==> src/rtl/s_axis_cc_arb.sv <==
// Packet-granular round-robin arbiter sharing the PCIe CC AXI-Stream port among N_REQ sources.
// A grant holds from the first accepted beat until the owner's tlast beat, behind one output register.
module s_axis_cc_arb #(
   parameter int N_REQ      = 4,
   parameter int DATA_WIDTH = 256,
   parameter int KEEP_WIDTH = DATA_WIDTH/32,
   parameter int USER_WIDTH = 4
) (
   input  logic                          user_clk,
   input  logic                          user_reset_n,
   input  logic [N_REQ*DATA_WIDTH-1:0]   s_axis_cc_tdata_req,
   input  logic [N_REQ*KEEP_WIDTH-1:0]   s_axis_cc_tkeep_req,
   input  logic [N_REQ*USER_WIDTH-1:0]   s_axis_cc_tuser_req,
   input  logic [N_REQ-1:0]              s_axis_cc_tlast_req,
   input  logic [N_REQ-1:0]              s_axis_cc_tvalid_req,
   output logic [N_REQ-1:0]              s_axis_cc_tready_req,
   output logic [DATA_WIDTH-1:0]         s_axis_cc_tdata,
   output logic [KEEP_WIDTH-1:0]         s_axis_cc_tkeep,
   output logic [USER_WIDTH-1:0]         s_axis_cc_tuser,
   output logic                          s_axis_cc_tlast,
   output logic                          s_axis_cc_tvalid,
   input  logic [3:0]                    s_axis_cc_tready,
   output logic [N_REQ-1:0]              grant,
   output logic [15:0]                   pkt_cnt
);

   localparam int IDXW = (N_REQ > 1) ? $clog2(N_REQ) : 1;

   typedef enum logic {IDLE = 1'b0, PKT = 1'b1} state_t;

   state_t                 state;
   logic [IDXW-1:0]        owner;
   logic [N_REQ-1:0]       last;
   logic [IDXW-1:0]        win_idx;
   logic                   win_found;
   logic [IDXW-1:0]        sel_idx;
   logic [N_REQ-1:0]       sel_oh;
   logic                   sel_vld;
   logic                   can_load;
   logic                   in_hs;
   logic                   out_hs;
   logic [DATA_WIDTH-1:0]  tdata_p0;
   logic [KEEP_WIDTH-1:0]  tkeep_p0;
   logic [USER_WIDTH-1:0]  tuser_p0;
   logic                   tlast_p0;
   logic                   unused_tready_hi;

   assign unused_tready_hi = ^s_axis_cc_tready[3:1];

   // Round-robin search starting just after the previous winner
   always_comb begin
      int last_i;
      int j;
      last_i    = 0;
      j         = 0;
      win_found = 1'b0;
      win_idx   = '0;
      for (int i = 0; i < N_REQ; i++) begin
         if (last[i]) last_i = i;
      end
      for (int k = 1; k <= N_REQ; k++) begin
         j = last_i + k;
         if (j >= N_REQ) j = j - N_REQ;
         if (!win_found && s_axis_cc_tvalid_req[IDXW'(j)]) begin
            win_found = 1'b1;
            win_idx   = IDXW'(j);
         end
      end
   end

   assign sel_idx  = (state == PKT) ? owner : win_idx;
   assign sel_vld  = (state == PKT) | win_found;
   assign can_load = !s_axis_cc_tvalid | s_axis_cc_tready[0];
   assign out_hs   = s_axis_cc_tvalid & s_axis_cc_tready[0];

   always_comb begin
      sel_oh   = '0;
      tdata_p0 = '0;
      tkeep_p0 = '0;
      tuser_p0 = '0;
      tlast_p0 = 1'b0;
      for (int i = 0; i < N_REQ; i++) begin
         if (sel_idx == IDXW'(i)) begin
            sel_oh[i] = 1'b1;
            tdata_p0  = s_axis_cc_tdata_req[i*DATA_WIDTH +: DATA_WIDTH];
            tkeep_p0  = s_axis_cc_tkeep_req[i*KEEP_WIDTH +: KEEP_WIDTH];
            tuser_p0  = s_axis_cc_tuser_req[i*USER_WIDTH +: USER_WIDTH];
            tlast_p0  = s_axis_cc_tlast_req[i];
         end
      end
   end

   assign s_axis_cc_tready_req = (user_reset_n & can_load & sel_vld) ? sel_oh : '0;
   assign in_hs                = |(s_axis_cc_tvalid_req & s_axis_cc_tready_req);

   // Stage boundary: selected beat into the output register, plus arbitration state
   always_ff @(posedge user_clk) begin
      if (!user_reset_n) begin
         state            <= IDLE;
         owner            <= '0;
         last             <= {1'b1, {(N_REQ-1){1'b0}}};
         grant            <= '0;
         pkt_cnt          <= '0;
         s_axis_cc_tvalid <= 1'b0;
         s_axis_cc_tdata  <= '0;
         s_axis_cc_tkeep  <= '0;
         s_axis_cc_tuser  <= '0;
         s_axis_cc_tlast  <= 1'b0;
      end else begin
         if (in_hs) begin
            s_axis_cc_tvalid <= 1'b1;
            s_axis_cc_tdata  <= tdata_p0;
            s_axis_cc_tkeep  <= tkeep_p0;
            s_axis_cc_tuser  <= tuser_p0;
            s_axis_cc_tlast  <= tlast_p0;
         end else if (out_hs) begin
            s_axis_cc_tvalid <= 1'b0;
         end

         if (out_hs && s_axis_cc_tlast) pkt_cnt <= pkt_cnt + 16'd1;

         if (state == IDLE) begin
            if (in_hs) begin
               last <= sel_oh;
               if (!tlast_p0) begin
                  state <= PKT;
                  owner <= win_idx;
                  grant <= sel_oh;
               end
            end
         end else begin
            if (in_hs && tlast_p0) begin
               state <= IDLE;
               grant <= '0;
            end
         end
      end
   end

endmodule

==> config.mk <==
export PLATFORM = sky130hd
export DESIGN_NAME = s_axis_cc_arb
export DESIGN_NICKNAME = d
export VERILOG_FILES = /design/src/rtl/s_axis_cc_arb.sv
export SDC_FILE = /design/constraint.sdc
export NUM_CORES = 1
export LEC_CHECK = 0
export BUFFER_PORTS_ARGS = -buffer_cell sky130_fd_sc_hd__buf_4
export CELL_PAD_IN_SITES_DETAIL_PLACEMENT = 1
export CELL_PAD_IN_SITES_GLOBAL_PLACEMENT = 1
export CORE_AREA = 2 2 535 537
export CTS_BUF_LIST = sky130_fd_sc_hd__clkbuf_4 sky130_fd_sc_hd__clkbuf_8
export DETAILED_ROUTE_END_ITERATION = 10
export DIE_AREA = 0 0 537 539
export PLACE_DENSITY = 0.3
export SYNTH_ARGS = -nofsm -noshare
export SYNTH_HDL_FRONTEND = slang
export SYNTH_SLANG_ARGS = --single-unit
==> constraint.sdc <==
create_clock -name user_clk -period 3.9 [get_ports user_clk]
set_clock_uncertainty 0.05 [all_clocks]
set_input_delay 0 -clock user_clk [delete_from_list [all_inputs] [get_ports user_clk]]
set_output_delay 0 -clock user_clk [all_outputs]
set_load 0.1 [all_outputs]
# --- Word level (Yosys, flattened, before mapping) ---
# Cells that the tools add are included.
word_totals:
  romBits: 0
  ram_bits: 0
  latchBits: 0
  memories: 0
  inputBits: 1086
  regBits: 297
classes:
  n_eq_ne: 5
  bitwise_logic: 8
  addsub: 9
  multipliers: 0
  shifts: 0
  n_reduce_logical: 16
  order_cmp: 8
  div: 0
  n_mux: 59
ops:
  columns: ["operator", "count"]
  rows:
  - ["$mux W256", 4]
  - ["$mux W4", 9]
  - ["$mux W8", 4]
  - ["$mux W1", 27]
  - ["$mux W2", 11]
  - ["$add A16 B1 Y16 const B", 1]
  - ["$lt A2 B4 Y1 const B", 4]
  - ["$ge A3 B3 Y1 const B", 3]
  - ["$bmux W1 S2", 4]
  - ["$sub A2 B1 Y2 const B", 4]
  - ["$add A2 B2 Y3 const B", 2]
  - ["$reduce_and A3 Y1", 2]
  - ["$logic_and A1 B1 Y1", 5]
  - ["$add A2 B3 Y4 const B", 1]
  - ["$and A4 B4 Y4", 1]
  - ["$eq A2 B2 Y1 const B", 2]
  - ["$ge A4 B3 Y1 const B", 1]
  - ["$logic_not A1 Y1", 4]
  - ["$reduce_bool A2 Y1", 2]
  - ["$reduce_or A4 Y1", 1]
  - ["$add A2 B1 Y3 const B", 1]
  - ["$and A1 B1 Y1", 3]
  - ["$eq A2 B1 Y1 const B", 1]
  - ["$logic_not A2 Y1", 1]
  - ["5 further kinds", 7]

# --- Logic depth before layout (Yosys ltp) ---
depth:
  ltp_word: 28
  ltp_mapped: 14
  ltp_nobuf: 8

# --- Least setup slack after synthesis ---
# Ideal clock, no wire load.
synth_timing:
  path_kind: "flip-flop to flip-flop"
  from: "register last[3]"
  to: "register grant[0]"
  arrival_time_ns: 3.501
  t_required_ns: 3.733
  path_buffers: 3
  stages_incl_launch_ff: 12
  slack_ns: 0.232
  setup_time_ns: 0.117
  path_cell_list: "dfxtp_1 buf_6 or4b_4 a311oi_1 a211oi_2 o31a_1 nor4b_4 a211o_1 buf_4 buf_6 o21ai_1 a32o_1"
synth_between:
  elab_chain_len: 26
synth_lines:
  columns: ["element", "line", "text"]
  rows:
  - ["start: declaration", "33", "logic [N_REQ-1:0] last;"]
  - ["start signal: assignment", "101", "last <= {1'b1, {(N_REQ-1){1'b0}}};"]
  - ["start signal: assignment", "124", "last <= sel_oh;"]
  - ["$mux W2 (*)", "59", "if (last[i]) last_i = i;"]
  - ["$add A2 B1 Y3", "62", "j = last_i + k;"]
  - ["$ge A3 B3 Y1 / $sub A2 B1 Y2 (equally long branches)", "63", "if (j >= N_REQ) j = j - N_REQ;"]
  - ["$mux W2", "63", null]
  - ["$bmux W1 S2", "64", "if (!win_found && s_axis_cc_tvalid_req[IDXW'(j)]) begin"]
  - ["$mux W1 (implied by the code) (2 in series)", "64", null]
  - ["$mux W1", "64", null]
  - ["$logic_not A1 Y1", "64", null]
  - ["(+10 left out)", null, null]
  - ["$mux W1", "83", "if (sel_idx == IDXW'(i)) begin"]
  - ["$mux W4 (*)", "93", "assign s_axis_cc_tready_req = (user_reset_n & can_load & sel_vld) ? sel_oh : '0;"]
  - ["net s_axis_cc_tready_req[3]", "16", "output logic [N_REQ-1:0] s_axis_cc_tready_req,"]
  - ["$and A4 B4 Y4 (*)", "94", "assign in_hs = |(s_axis_cc_tvalid_req & s_axis_cc_tready_req);"]
  - ["$reduce_or A4 Y1 (*)", "94", null]
  - ["$logic_and A1 B1 Y1", "132", "if (in_hs && tlast_p0) begin"]
  - ["$ne A2 B1 Y1 (no line)", null, null]
  - ["$reduce_and A3 Y1 (no line) (*)", null, null]
  - ["end signal: assignment", "128", "grant <= sel_oh;"]
  - ["end: declaration", "23", "output logic [N_REQ-1:0] grant,"]
# Mark *: on every way through the listed nets, which the timed path passes. The rest lies on a longest branch. The select of a mux whose other input is x is not followed.
# A chain may end at the register's enable or synchronous reset.

==> results.ini <==
[drt]
vias_per_cell=3.46
dr.pass1.iters=5
drtIter0Drc=1464
dr_total_vias=32900
wl_per_cell_um=22.9
drc=0
wl_um=217000
drtAntennaViolNets=0

[setup_path]
cp-start-kind=register
reg2regPathDepth=11
r2r_slack_ns=0.11
cp.arrival_ns=4.42
r2r-start=last[2]
crit_path_frequent_cell=buf_4
crit_fanout=16
crit_path_max_incr_delay_ns=0.70
cp_cell_sequence=buf_4 > or4b_4 > a21boi_4 > a211oi_4 > o31a_1 > nor2_4 > buf_4 > mux2_2 > dlygate4sd3_1 > or2_1 > and3_1
cp-end-kind=register
worstPathRequired_ns=4.53
crit_slowest_cell=dlygate4sd3_1
path_class=reg2reg

[synth]
synth_edf_count=0
yosysUniqueCellTypes=59
ys_async_sr_fraction=0
ys_warn_count=0
syn_avg_cell_area_um2=6.15
syn_inst=3186
syn_nets=4273
ys_seq_elements=296
ys_seq_area_frac=0.302
netlist_area_mm2=0.0196
dominantRegCellSynth=dfxtp_1

[worst_hold_path]
min_to=s_axis_cc_tdata[19]
hold_depth=6
hold_path_class=in2reg
holdCritStartpoint=s_axis_cc_tdata_req[275]

[power]
irDropWorstVdd_uv=283
pwr_density_cell_mw_per_mm2=702
power_w=0.0338
total_leakage_power_nw=20.5

[clock_network]
cts_max_level=3
cts_buffers=79
cts_tree=yes
clockBufferDepth=3
worstSkewPairLatency_ns=0.79
path_clk_slew_ns=0.06
cts.sinks=296
clockRootBuffer=clkbuf_8

[global_routing]
grt_pass1_vias=35400
grt_pass1_wl_um=290000
antenna_found_initial=133
grt-ovfl-total=0
gr-usage-all-layers=0.142
grt_max_degree=138

[die]
initial_core_util=0.0690
rows=196
coreArea_mm2=0.284
io_pins=1380
die_y_um=539
dieWidth_um=537
die_area_mm2=0.289

[sta]
fin_ws_ns=0.112
max_slew_margin=0.479
fmax_mhz=264
drv_slew=0
finalCritPeriodShare=0.971
rsz0062_at_grt=false
timing.hold.ws_ns=0.118
tightestPinTransition_ns=0.782
setup_viol=0
setup_tns_ns=0
hold_violations=0
finalCriticalPeriod_ns=3.79

[layout]
fin_nets=6722
drive_gt1_frac=0.295
stdcell_count=9506
syn_to_final_growth_pct=146

[placement]
gp_congestion=0.837
post-dp-hpwl_um=173000
place_ws_ns=0.147
numPortBuffers=1376
place_inst=8175

[status]
status=completed

[run]
drv_cap=0

==> layout make-up <==
| type | instances | area (µm²) |
|---|---|---|
| well taps | 3762 | 4710 |
| inverters | 6 | 22.5 |
| flip-flops and latches | 296 | 5930 |
| repair buffers | 2651 | 23400 |
| fillers | 34300 | 236000 |
| clock inverters | 8 | 92.6 |
| clock buffers | 127 | 1520 |
| multi-input cells | 2601 | 12400 |
| diodes | 55 | 138 |
==> cells by family (layout without fill, tap and decap cells) <==
family | after synthesis | in the layout | share of synthesized area
xor+xnor | 14 | 14 | 0.00626
buf+inv | 289 | 2792 | 0.0682
mux | 12 | 12 | 0.00619
compound gates | 323 | 323 | 0.124
simple gates | 2251 | 2251 | 0.492
other cells | 0 | 55 | 0
flops | 296 | 296 | 0.302
fa+ha+maj | 1 | 1 | 0.000638
==> power breakdown <==
part	internal, W	leakage [nW]	total, W	switching [W]
Combinational	0.00818	17.2	0.0247	0.0165
Sequential	0.00402	2.42	0.00466	0.000636
Clock	0.00251	0.867	0.00450	0.00200
Total	0.0147	20.5	0.0338	0.0191
==> through the flow <==
step                       util  instance area [µm²]
after floorplan               -                19600
after global placement    0.123                34800
after detailed placement  0.123                34800
after CTS                 0.169                47900
after global routing      0.169                48100
final                     0.170                48200
==> routing by layer <==
metal / global-route usage / share of wire / vias up
met4: 0.0318 / 0.022 / 72
met3: 0.0508 / 0.087 / 247
met1: 0.180 / 0.44 / 15800
met2: 0.229 / 0.45 / 1203
met5: 0 / 0.0022 / -
li1: - / - / 15600
==> flip-flops by register name, indices dropped and copies added, names as in the netlist, named ones only <==
register	cells
s_axis_cc_tdata	256
pkt_cnt	16
s_axis_cc_tkeep	8
grant	4
s_axis_cc_tuser	4
last	3
owner	2
s_axis_cc_tlast	1
s_axis_cc_tvalid	1
==> cell usage after synthesis, types with 2 or more instances <==
| cell type | number | area share |
|---|---|---|
| nand2_1 | 1370 | 0.26 |
| nand3_1 | 812 | 0.21 |
| dfxtp_1 | 296 | 0.30 |
| a21boi_1 | 269 | 0.10 |
| clkbuf_1 | 207 | 0.040 |
| buf_4 | 25 | 0.0096 |
| and2_1 | 18 | 0.0057 |
| buf_2 | 18 | 0.0046 |
| buf_6 | 18 | 0.010 |
| buf_1 | 15 | 0.0029 |
| nor2_1 | 14 | 0.0027 |
| mux2i_1 | 11 | 0.0056 |
| xnor2_1 | 11 | 0.0049 |
| o21ai_0 | 9 | 0.0023 |
| and3_1 | 8 | 0.0026 |
| nor2b_1 | 6 | 0.0019 |
| a21boi_0 | 5 | 0.0019 |
| inv_1 | 5 | 0.00096 |
| a21oi_1 | 4 | 0.0010 |
| a31oi_1 | 4 | 0.0013 |
| nand2b_1 | 4 | 0.0013 |
| a211o_1 | 3 | 0.0013 |
| nand4_1 | 3 | 0.00096 |
| xor2_1 | 3 | 0.0013 |
| a211oi_2 | 2 | 0.0013 |
| a221oi_1 | 2 | 0.00089 |
| a22oi_1 | 2 | 0.00077 |
| a311oi_1 | 2 | 0.00089 |
| a31o_2 | 2 | 0.00089 |
| nand3b_1 | 2 | 0.00077 |
| nor3_1 | 2 | 0.00051 |
| o211ai_1 | 2 | 0.00077 |
| o21ai_1 | 2 | 0.00051 |
| o22ai_1 | 2 | 0.00064 |
| o311a_1 | 2 | 0.0010 |
| o31a_1 | 2 | 0.00089 |
| or2_1 | 2 | 0.00064 |
==> worst max-delay path by stage <==
stage / cells past startpoint / to / from
finish: 11 / register / last[2]
global route: 11 / register / last[2]
floorplan: 11 / grant[0] / last[3]
global placement: 10 / s_axis_cc_tdata[254] / last[1]
detailed placement: 10 / s_axis_cc_tdata[16] / last[1]
CTS: 11 / s_axis_cc_tdata[56] / last[3]
==> layout by cell type (no fill, tap or decap), types with 3 or more instances in the layout <==
master         instances
dlygate4sd3_1       1126
xor2_1                 3
a31oi_1                3
and2_1                18
nor2_1                12
a21boi_1             269
buf_12                30
clkbuf_16              3
and3_1                 8
buf_16                 6
buf_4               1479
clkinv_2               3
a21oi_1                4
nand3_1              812
o21ai_0                8
nand2_1             1369
dfxtp_1              294
diode_2               55
nand4_1                3
buf_6                  3
inv_1                  5
bufbuf_16              3
nand2b_1               4
xnor2_1               11
nor2b_1                5
mux2i_1               11
clkbuf_8              90
clkbuf_4              37
a21boi_0               5
==> repair_timing <==
| item | 4_1_cts | 5_1_grt |
|---|---|---|
| cloned | 3 | 3 |
| setup endpoints to repair | 3 | 111 |
| pin swaps | 1 | 1 |
| hold buffers | 1126 | 0 |
| endpoints found under the hold margin | 296 | 0 |
| gates resized for setup | 7 | 14 |
| buffers inserted | 4 | 5 |
==> critical path: cells and delay by family (launching register included) <==
kind	cells	cell delay (ns)
compound gates	3	0.85
buf+inv	3	1.09
flops	1	0.34
mux	1	0.37
simple gates	4	1.01
No activity file was read; power rests on OpenSTA's default activity.
